## src/rtl/exc_req_unit_pkg.sv

```systemverilog
// Shared constants for the CP0 exception request unit: cause codes,
// status bit positions and the default interrupt-mask base.
// Latency: n/a (constants only). Backpressure: n/a.
package exc_pkg;

  // Cause codes written to CP0 cause.
  localparam logic [4:0] CAUSE_INT     = 5'd0;
  localparam logic [4:0] CAUSE_SYSCALL = 5'd8;
  localparam logic [4:0] CAUSE_BREAK   = 5'd9;
  localparam logic [4:0] CAUSE_TEQ     = 5'd13;

  // CP0 status bit positions.
  localparam int ST_IE         = 0;
  localparam int ST_SYSCALL_EN = 8;
  localparam int ST_BREAK_EN   = 9;
  localparam int ST_TEQ_EN     = 10;

  // status[IRQ_MASK_BASE_DEF + i] enables interrupt line i.
  localparam int IRQ_MASK_BASE_DEF = 11;

  // A sync exception decision: whether one is taken and its cause code.
  typedef struct packed {
    logic       take;
    logic [4:0] code;
  } sync_req_t;

endpackage

```

## src/rtl/exc_req_unit_if.sv

```systemverilog
// Bundle between the control unit (master) and the exception request unit (slave).
// Latency: n/a (wires only). Backpressure: none, the CPU is single-cycle.
// Master drives decoder/ALU/CP0 status and IRQ lines; slave returns the CP0 controls.
interface exc_req_if #(
  parameter int N_IRQ = 4
);
  // Instruction/CPU side
  logic [31:0]      pc;
  logic             is_syscall;
  logic             is_break;
  logic             is_teq;
  logic             teq_eq;
  logic             is_eret;
  logic [31:0]      status;
  logic [N_IRQ-1:0] irq;
  logic [N_IRQ-1:0] irq_clr;

  // CP0 / datapath side
  logic             exception;
  logic             eret;
  logic [4:0]       cause;
  logic [31:0]      epc;
  logic             flush;
  logic             irq_ack;
  logic [2:0]       irq_id;
  logic [N_IRQ-1:0] pending;
  logic [1:0]       depth;
  logic             eret_err;

  modport master (
    output pc, is_syscall, is_break, is_teq, teq_eq, is_eret, status, irq, irq_clr,
    input  exception, eret, cause, epc, flush, irq_ack, irq_id, pending, depth, eret_err
  );

  modport slave (
    input  pc, is_syscall, is_break, is_teq, teq_eq, is_eret, status, irq, irq_clr,
    output exception, eret, cause, epc, flush, irq_ack, irq_id, pending, depth, eret_err
  );

endinterface

```

## src/rtl/exc_req_unit_irq_sync_edge.sv

```systemverilog
// One interrupt line: 2-flop synchronizer followed by a rising-edge detector.
// Latency: irq_in rise -> rise pulse after 2 clk edges, high for one cycle.
// Backpressure: none; ports clk, rst (async active-low), irq_in (async), rise.
module irq_sync_edge (
  input  logic clk,
  input  logic rst,
  input  logic irq_in,
  output logic rise
);

  logic sync1_q, sync1_d;
  logic sync2_q, sync2_d;
  logic prev_q,  prev_d;

  always_comb begin
    sync1_d = irq_in;
    sync2_d = sync1_q;
    prev_d  = sync2_q;
  end

  always_ff @(posedge clk or negedge rst) begin
    if (!rst) begin
      sync1_q <= 1'b0;
      sync2_q <= 1'b0;
      prev_q  <= 1'b0;
    end else begin
      sync1_q <= sync1_d;
      sync2_q <= sync2_d;
      prev_q  <= prev_d;
    end
  end

  // Flops reset to 0, so a line already high at reset release yields one pulse.
  assign rise = sync2_q & ~prev_q;

endmodule

```

## src/rtl/exc_req_unit.sv

```systemverilog
// Decides when the CPU takes an exception (sync or IRQ) and drives CP0 exception/eret/cause/pc.
// Latency: decision is combinational in the cycle; depth/pending update on the next clk;
// irq rise -> pending visible after 3 clk edges. Backpressure: none, single-cycle CPU.
// Ports: clk, rst (async active-low), bus (exc_req_if.slave: decoder/status/irq in, CP0 controls out).
module exc_req_unit
  import exc_pkg::*;
#(
  parameter int N_IRQ         = 4,
  parameter int IRQ_MASK_BASE = IRQ_MASK_BASE_DEF,
  parameter int MAX_DEPTH     = 3
) (
  input logic       clk,
  input logic       rst,
  exc_req_if.slave  bus
);

  localparam logic [1:0] MAX_DEPTH_W = 2'(MAX_DEPTH);

  logic [N_IRQ-1:0] irq_rise;

  logic [N_IRQ-1:0] pending_q, pending_d;
  logic [1:0]       depth_q,   depth_d;
  logic             eret_err_q, eret_err_d;

  sync_req_t        sync_req;
  logic             irq_take;
  logic [2:0]       irq_idx;
  logic [N_IRQ-1:0] irq_taken_vec;
  logic             below_max;
  logic             exc_take;

  logic unused_status;
  assign unused_status = ^bus.status;

  for (genvar g = 0; g < N_IRQ; g++) begin : g_irq
    irq_sync_edge u_sync (
      .clk    (clk),
      .rst    (rst),
      .irq_in (bus.irq[g]),
      .rise   (irq_rise[g])
    );
  end

  // Exception decision.
  always_comb begin
    below_max = (depth_q < MAX_DEPTH_W);
    sync_req  = '0;

    if (bus.status[ST_IE] && below_max) begin
      if (bus.is_syscall && bus.status[ST_SYSCALL_EN]) begin
        sync_req.take = 1'b1;
        sync_req.code = CAUSE_SYSCALL;
      end else if (bus.is_break && bus.status[ST_BREAK_EN]) begin
        sync_req.take = 1'b1;
        sync_req.code = CAUSE_BREAK;
      end else if (bus.is_teq && bus.teq_eq && bus.status[ST_TEQ_EN]) begin
        sync_req.take = 1'b1;
        sync_req.code = CAUSE_TEQ;
      end
    end

    // Sync beats IRQ; eret holds IRQs off for this cycle. Downward scan
    // leaves the lowest enabled pending index as the winner.
    irq_take = 1'b0;
    irq_idx  = 3'd0;
    if (!sync_req.take && !bus.is_eret && bus.status[ST_IE] && below_max) begin
      for (int i = N_IRQ - 1; i >= 0; i--) begin
        if (pending_q[i] && bus.status[IRQ_MASK_BASE + i]) begin
          irq_take = 1'b1;
          irq_idx  = 3'(i);
        end
      end
    end

    exc_take = sync_req.take | irq_take;

    irq_taken_vec = '0;
    for (int i = 0; i < N_IRQ; i++) begin
      irq_taken_vec[i] = irq_take && (irq_idx == 3'(i));
    end
  end

  // Next-state: clears applied first, then a fresh edge may set the bit again.
  always_comb begin
    pending_d  = (pending_q & ~bus.irq_clr & ~irq_taken_vec) | irq_rise;
    depth_d    = depth_q;
    eret_err_d = eret_err_q;

    if (exc_take) begin
      if (depth_q != MAX_DEPTH_W) begin
        depth_d = depth_q + 2'd1;
      end
    end else if (bus.is_eret) begin
      if (depth_q == 2'd0) begin
        eret_err_d = 1'b1;
      end else begin
        depth_d = depth_q - 2'd1;
      end
    end
  end

  always_ff @(posedge clk or negedge rst) begin
    if (!rst) begin
      pending_q  <= '0;
      depth_q    <= 2'd0;
      eret_err_q <= 1'b0;
    end else begin
      pending_q  <= pending_d;
      depth_q    <= depth_d;
      eret_err_q <= eret_err_d;
    end
  end

  assign bus.exception = exc_take;
  assign bus.eret      = bus.is_eret;
  assign bus.cause     = sync_req.take ? sync_req.code : CAUSE_INT;
  assign bus.epc       = exc_take ? bus.pc : 32'd0;
  assign bus.flush     = exc_take;
  assign bus.irq_ack   = irq_take;
  assign bus.irq_id    = irq_idx;
  assign bus.pending   = pending_q;
  assign bus.depth     = depth_q;
  assign bus.eret_err  = eret_err_q;

endmodule

```

## src/flat_wrapper.sv

```systemverilog
// flat-port wrapper written by rule: the top's interface ports become plain ports
module exc_req_unit_flat import exc_pkg::*;
#(
  parameter int N_IRQ         = 4,
  parameter int IRQ_MASK_BASE = IRQ_MASK_BASE_DEF,
  parameter int MAX_DEPTH     = 3
)
  (clk, rst, bus_pc, bus_is_syscall, bus_is_break, bus_is_teq, bus_teq_eq, bus_is_eret, bus_status, bus_irq, bus_irq_clr, bus_exception, bus_eret, bus_cause, bus_epc, bus_flush, bus_irq_ack, bus_irq_id, bus_pending, bus_depth, bus_eret_err);
  exc_req_if #(.N_IRQ(N_IRQ)) bus_i ();
  input logic clk;
  input logic rst;
  input wire logic [$bits(bus_i.pc)-1:0] bus_pc;
  input wire logic [$bits(bus_i.is_syscall)-1:0] bus_is_syscall;
  input wire logic [$bits(bus_i.is_break)-1:0] bus_is_break;
  input wire logic [$bits(bus_i.is_teq)-1:0] bus_is_teq;
  input wire logic [$bits(bus_i.teq_eq)-1:0] bus_teq_eq;
  input wire logic [$bits(bus_i.is_eret)-1:0] bus_is_eret;
  input wire logic [$bits(bus_i.status)-1:0] bus_status;
  input wire logic [$bits(bus_i.irq)-1:0] bus_irq;
  input wire logic [$bits(bus_i.irq_clr)-1:0] bus_irq_clr;
  output wire logic [$bits(bus_i.exception)-1:0] bus_exception;
  output wire logic [$bits(bus_i.eret)-1:0] bus_eret;
  output wire logic [$bits(bus_i.cause)-1:0] bus_cause;
  output wire logic [$bits(bus_i.epc)-1:0] bus_epc;
  output wire logic [$bits(bus_i.flush)-1:0] bus_flush;
  output wire logic [$bits(bus_i.irq_ack)-1:0] bus_irq_ack;
  output wire logic [$bits(bus_i.irq_id)-1:0] bus_irq_id;
  output wire logic [$bits(bus_i.pending)-1:0] bus_pending;
  output wire logic [$bits(bus_i.depth)-1:0] bus_depth;
  output wire logic [$bits(bus_i.eret_err)-1:0] bus_eret_err;
  assign bus_i.pc = bus_pc;
  assign bus_i.is_syscall = bus_is_syscall;
  assign bus_i.is_break = bus_is_break;
  assign bus_i.is_teq = bus_is_teq;
  assign bus_i.teq_eq = bus_teq_eq;
  assign bus_i.is_eret = bus_is_eret;
  assign bus_i.status = bus_status;
  assign bus_i.irq = bus_irq;
  assign bus_i.irq_clr = bus_irq_clr;
  assign bus_exception = bus_i.exception;
  assign bus_eret = bus_i.eret;
  assign bus_cause = bus_i.cause;
  assign bus_epc = bus_i.epc;
  assign bus_flush = bus_i.flush;
  assign bus_irq_ack = bus_i.irq_ack;
  assign bus_irq_id = bus_i.irq_id;
  assign bus_pending = bus_i.pending;
  assign bus_depth = bus_i.depth;
  assign bus_eret_err = bus_i.eret_err;
  exc_req_unit #(.N_IRQ(N_IRQ), .IRQ_MASK_BASE(IRQ_MASK_BASE), .MAX_DEPTH(MAX_DEPTH)) u_core (.clk(clk), .rst(rst), .bus(bus_i));
endmodule
```

## config.mk

```make
export PLATFORM = sky130hd
export DESIGN_NAME = exc_req_unit_flat
export DESIGN_NICKNAME = d
export VERILOG_FILES = /design/src/rtl/exc_req_unit_pkg.sv /design/src/rtl/exc_req_unit_if.sv /design/src/rtl/exc_req_unit_irq_sync_edge.sv /design/src/rtl/exc_req_unit.sv /design/src/flat_wrapper.sv
export SDC_FILE = /design/constraint.sdc
export NUM_CORES = 1
export LEC_CHECK = 0
export CORE_MARGIN = 4
export CORE_UTILIZATION = 28
export CTS_CLUSTER_SIZE = 8
export DETAILED_ROUTE_END_ITERATION = 8
export HOLD_SLACK_MARGIN = 0.15
export MAX_ROUTING_LAYER = met4
export PLACE_DENSITY = 0.81
export RECOVER_POWER = 100
export SLEW_MARGIN = 20
export SYNTH_ARGS = -nofsm -noshare
export SYNTH_HDL_FRONTEND = slang
export SYNTH_SLANG_ARGS = --single-unit
export TNS_END_PERCENT = 1
```

## constraint.sdc

```tcl
create_clock -name clk -period 1.9 [get_ports clk]
set_input_delay 0.19 -clock clk [delete_from_list [all_inputs] [get_ports clk]]
set_output_delay 0.19 -clock clk [all_outputs]
set_load 0.01 [all_outputs]
```

## After elaboration in Yosys (flattened, before gate mapping)

Cells that the tools add are included.

| storage, ports and cells | value |
|---|---|
| RAM bits | 0 |
| bits in read-only memories | 0 |
| latch bits | 0 |
| memories kept | 0 |
| register bits after elaboration | 19 |
| word-level logic and storage cells | 82 |

| operators by class | value |
|---|---|
| equal/unequal tests | 6 |
| order comparisons | 1 |
| $add $sub $neg | 2 |
| divide/modulo/power cells | 0 |
| reductions and logical operators | 23 |
| shift operators | 0 |
| mux-type cells | 20 |
| bitwise logic cells | 15 |
| multipliers | 0 |

Operators with widths:

| kind | count |
|---|---|
| 32-bit two-way mux | 1 |
| 6-bit two-way mux | 4 |
| 1-bit logical AND | 16 |
| 2-bit two-way mux | 8 |
| 4-bit bitwise AND | 2 |
| 4-bit NOT | 2 |
| 3-bit by 2-bit == test with 1-bit output (second input constant) | 2 |
| 3-bit AND reduction | 2 |
| 1-bit two-way mux | 5 |
| 5-bit two-way mux | 1 |
| 1-bit NOT | 5 |
| 1-bit bitwise AND | 4 |
| 2-bit != test (second input constant) | 2 |
| 4-bit bitwise OR | 1 |
| 3-bit by 1-bit == test with 1-bit output (second input constant) | 1 |
| 3-bit zero test | 1 |
| 3-bit two-way mux | 1 |
| 2-bit by 1-bit adder with 2-bit output (second input constant) | 1 |
| 1-bit zero test | 2 |
| 2-bit zero test | 1 |
| 2-bit < comparator (second input constant) | 1 |
| 2-bit by 1-bit != test with 1-bit output (second input constant) | 1 |
| 2-bit nonzero test | 1 |
| 2-bit by 1-bit subtractor with 2-bit output (second input constant) | 1 |
| 1-bit bitwise OR | 1 |

## Depth between registers and ports, before layout

| logic depth | value |
|---|---|
| depth in word-level cells | 16 |
| mapped depth | 6 |
| gate-level depth less buffers | 4 |

## Cells and area by module

A second synthesis with hierarchy kept.

| unflattened totals | value |
|---|---|
| cell total of the unflattened synthesis | 110 |
| area total of the unflattened synthesis | 1,113.6 sq um |

Modules (own cells, without submodules):

| module | area each (sq um) | cells an instance | times used |
|---|---|---|---|
| exc_req_unit | 758.2 | 94 | 1 |
| irq_sync_edge | 88.8 | 4 | 4 |

## Least setup slack after synthesis

OpenSTA, ideal clock, no wires.

| path | value |
|---|---|
| path kind | register to output |
| from | register u_core.pending_q[1] (netlist: u_core.bus.pending[1]) |
| to | output port bus_epc[22] |
| stages on the path, launching flop included | 6 |
| arrival time | 1.336 ns |
| slack | 0.374 ns |
| cell sequence | dfrtp_1 -> a22oi_4 -> a21oi_1 -> o21a_2 -> buf_6 -> and2_4 |

| on the way | value |
|---|---|
| longest elaborated chain between the ends | 6 |

RTL lines:

| element | line | RTL |
|---|---|---|
| start: declaration | exc_req_unit.sv:21 | `logic [N_IRQ-1:0] pending_q, pending_d;` |
| start signal: assignment | exc_req_unit.sv:108 | `pending_q <= pending_d;` |
| 1-bit logical AND | exc_req_unit.sv:68 | `if (pending_q[i] && bus.status[IRQ_MASK_BASE + i]) begin` |
| 1-bit two-way mux (2 in a row) | exc_req_unit.sv:68 |  |
| 1-bit two-way mux | exc_req_unit.sv:66 | `if (!sync_req.take && !bus.is_eret && bus.status[ST_IE] && below_max) begin` |
| 1-bit bitwise OR | exc_req_unit.sv:75 | `exc_take = sync_req.take \| irq_take;` |
| net bus_exception | flat_wrapper.sv:21 | `output wire logic [$bits(bus_i.exception)-1:0] bus_exception;` |
| 32-bit two-way mux | exc_req_unit.sv:117 | `assign bus.epc = exc_take ? bus.pc : 32'd0;` |
| end: declaration | flat_wrapper.sv:24 | `output wire logic [$bits(bus_i.epc)-1:0] bus_epc;` |

The timed path passes the listed nets, and every way through them passes these cells.

## Worst setup path after layout

| path | value |
|---|---|
| from | input port bus_is_break |
| to | output port bus_irq_ack |

| on the way | value |
|---|---|
| longest elaborated chain between the ends | 9 |

RTL lines:

| element | line | RTL |
|---|---|---|
| start: declaration | flat_wrapper.sv:14 | `input wire logic [$bits(bus_i.is_break)-1:0] bus_is_break;` |
| 1-bit logical AND | exc_req_unit.sv:53 | `end else if (bus.is_break && bus.status[ST_BREAK_EN]) begin` |
| 6-bit two-way mux | exc_req_unit.sv:53 |  |
| 6-bit two-way mux | exc_req_unit.sv:50 | `if (bus.is_syscall && bus.status[ST_SYSCALL_EN]) begin` |
| 6-bit two-way mux | exc_req_unit.sv:49 | `if (bus.status[ST_IE] && below_max) begin` |
| 1-bit zero test | exc_req_unit.sv:66 |  |
| 1-bit logical AND (3 in a row) | exc_req_unit.sv:66 |  |
| 1-bit two-way mux | exc_req_unit.sv:66 |  |
| end: declaration | flat_wrapper.sv:26 | `output wire logic [$bits(bus_i.irq_ack)-1:0] bus_irq_ack;` |

Every way passes these cells.

==> flow_metrics.env <==
export IMPL_status="completed"
export IMPL_yosysTopAreaCellShare=0.401
export IMPL_start_kind="input port"
export IMPL_peakVddDrop_uv=486
export IMPL_drive_gt1_frac=0.416
export IMPL_finalCriticalPeriod_ns=1.89
export IMPL_maxSlewViolCount=0
export IMPL_synth_ff_type="dfrtp_1"
export IMPL_num_vias=1246
export IMPL_drt_iter0_drc=42
export IMPL_post_cts_buffers=0
export IMPL_ant_nets=0
export IMPL_end_kind="primary output"
export IMPL_fp_dieArea_um2=5340
export IMPL_synth_common_cells="and2_4, dfrtp_1, nand2_1"
export IMPL_gp_congestion=0.790
export IMPL_cts_tree="yes"
export IMPL_whs_path_depth=0
export IMPL_ys_warn_count=0
export IMPL_die_x_um=73.1
export IMPL_fmax_mhz=529
export IMPL_crit_type="in2out"
export IMPL_rsz0062_at_grt="yes"
export IMPL_grt_pass1_wl_mm=5.92
export IMPL_io_pins=130
export IMPL_hold_viol=0
export IMPL_worst_slew_pin_slew_ns=0.962
export IMPL_grt_overflow_total=0
export IMPL_synth_edf_count=0
export IMPL_htreeDepth=1
export IMPL_cts_buffers_inserted=3
export IMPL_netlist_area_um2=1190
export IMPL_nNetsFinal=318
export IMPL_holdWs_ns=0.350
export IMPL_cp_required_ns=1.71
export IMPL_cp_arrival_ns=1.70
export IMPL_synth_distinct_cells=31
export IMPL_synthArstFlopShare=1.00
export IMPL_rows=23
export IMPL_cts_root_buffer="clkbuf_8"
export IMPL_power_density_nw_per_um2=756
export IMPL_cap_violations=0
export IMPL_r2r_cells=5
export IMPL_finalCritPeriodShare=0.994
export IMPL_clk_pin_slew_worst_paths_ns=0.07
export IMPL_initial_core_util=0.292
export IMPL_slew_headroom=0.359
export IMPL_wl_mm=4.22
export IMPL_areaGrowthSynthToFinish_pct=104
export IMPL_antenna_cells=0
export IMPL_post_route_util=0.595
export IMPL_crit_fanout=4
export IMPL_clock_tree_buffer_depth=2
export IMPL_io_buffers=102
export IMPL_netlist_instances=117
export IMPL_yosysTopAreaCell="dfrtp_1"
export IMPL_yosysMostFrequentCell="and2_4"
export IMPL_clock_skew_ns=0.00227
export IMPL_ys_seq_area_frac=0.401
export IMPL_grt_total_usage=0.147
export IMPL_grt_pass1_vias=1204
export IMPL_hold_class="reg2reg"
export IMPL_avgSynthCellArea_um2=10.1
export IMPL_setup_viol=0
export IMPL_antenna_found_initial=0
export IMPL_core_area_um2=4060
export IMPL_grt_max_degree=35
export IMPL_synthTopCellsByArea="dfrtp_1, and2_4, buf_4"
export IMPL_cts_sinks=19
export IMPL_p_leak_nw=1.15
export IMPL_fp_dieH_um=73.1
export IMPL_clock_latency_ns=0.25
export IMPL_first_pass_iters=4
export IMPL_drc=0
export IMPL_dp_final_hpwl_mm=3.41
export IMPL_synth_seq_cells=19
export IMPL_wire_per_inst_um=14.7
export IMPL_viasPerCell=4.33
export IMPL_fillCellCount=349
## worst paths after layout
check                                                              start                                  endpoint  slack [ns]
worst max-delay path                                        bus_is_break                               bus_irq_ack        0.01
worst min-delay path            u_core.g_irq[0].u_sync.sync1_q$_DFF_PN0_   u_core.g_irq[0].u_sync.prev_d$_DFF_PN0_        0.35
worst max register to register           u_core.bus.depth[1]$_DFFE_PN0P_           u_core.bus.pending[3]$_DFF_PN0_        0.42
worst min register to register  u_core.g_irq[0].u_sync.sync1_q$_DFF_PN0_   u_core.g_irq[0].u_sync.prev_d$_DFF_PN0_        0.35
min in group asynchronous                                            rst   u_core.g_irq[3].u_sync.prev_q$_DFF_PN0_        0.60
max in group asynchronous                                            rst  u_core.g_irq[3].u_sync.sync1_q$_DFF_PN0_        0.72
## metal layers
layer  up-vias  track usage  share of wire  wire [µm]
li1        624            -              -          -
met1       553        0.170           0.37       1580
met2        58        0.245           0.51       2150
met3        11       0.0331          0.086        362
met4         0       0.0574          0.030        126
met5         -            -              0          0
## registers in the layout, indices dropped and copies added, names as in the netlist
name	count
u_core.g_irq.u_sync.sync1_q	4
u_core.bus.pending	4
u_core.bus.eret_err	1
u_core.g_irq.u_sync.prev_d	4
u_core.bus.depth	2
u_core.g_irq.u_sync.prev_q	4
## per-stage QoR
| step | power [mW] | setup slack (ns) | area (µm²) | std cells | TNS [ns] |
|---|---|---|---|---|---|
| after floorplan | 0.980 | 0.374 | 1190 | 119 | 0 |
| after global placement | 1.50 | -0.283 | 2360 | 282 | -9.79 |
| after detailed placement | 1.52 | -0.338 | 2360 | 282 | -11.47 |
| after CTS | 1.69 | -0.0200 | 2240 | 286 | -0.0200 |
| after global routing | 1.94 | -0.0689 | 2410 | 288 | -0.302 |
| final | 1.83 | 0.0112 | 2410 | 288 | 0 |
## cell usage in the layout, fill, tap and decap left out, types with 3 or more instances in the layout
| cell type | Yosys | final |
|---|---|---|
| clkdlybuf4s50_1 | 0 | 51 |
| and2_4 | 29 | 31 |
| buf_6 | 3 | 20 |
| buf_4 | 7 | 19 |
| dfrtp_1 | 19 | 19 |
| nand2_1 | 12 | 12 |
| buf_2 | 0 | 12 |
| inv_1 | 8 | 8 |
| dlygate4sd2_1 | 0 | 8 |
| dlygate4sd3_1 | 0 | 6 |
| nor2_1 | 4 | 4 |
| o21ai_1 | 4 | 4 |
| a21oi_1 | 4 | 3 |
| conb_1 | 1 | 3 |
| clkbuf_8 | 0 | 3 |
| clkdlybuf4s15_1 | 0 | 3 |
## worst max-delay path, cell delays in order
cell,delay [ns]
clkdlybuf4s50_1,0.44
a32oi_2,0.21
buf_4,0.16
and4b_2,0.27
a21boi_1,0.18
clkdlybuf4s15_1,0.26
## cells by family (layout without fill, tap and decap cells)
group                  Yosys count  after routing  synth area share
buffers and inverters           18            137            0.0981
AND/OR/NAND/NOR                 52             52             0.307
AO/OA/AOI/OAI                   26             26             0.184
other                            1              3           0.00316
flip-flops                      19             19             0.401
XOR/XNOR                         1              1           0.00739
## cell type report
class                      count  area, µm²  share of cell area
tap                           50       62.6              0.0259
clock buffer                   3       41.3              0.0171
timing repair buffer         125       1180               0.490
multi-input combinational     82        618               0.256
inverter                       8       30.0              0.0124
sequential                    19        475               0.197
clock inverter                 1       5.00             0.00207
## where the power goes
| part | internal, mW | leakage [nW] | switching, mW |
|---|---|---|---|
| combinational | 0.641 | 0.905 | 0.427 |
| clock | 0.146 | 0.0255 | 0.127 |
| sequential | 0.454 | 0.220 | 0.0300 |
## repair_timing
action | in CTS | in global routing
endpoints found under the setup margin | 40 | 37
hold buffers | 0 | 0
gates resized for setup | 139 | 34
pin swaps | 5 | 21
cloned | 0 | 2
hold endpoints to repair | 0 | 0
Note: power is estimated with default switching activity, not from simulation.
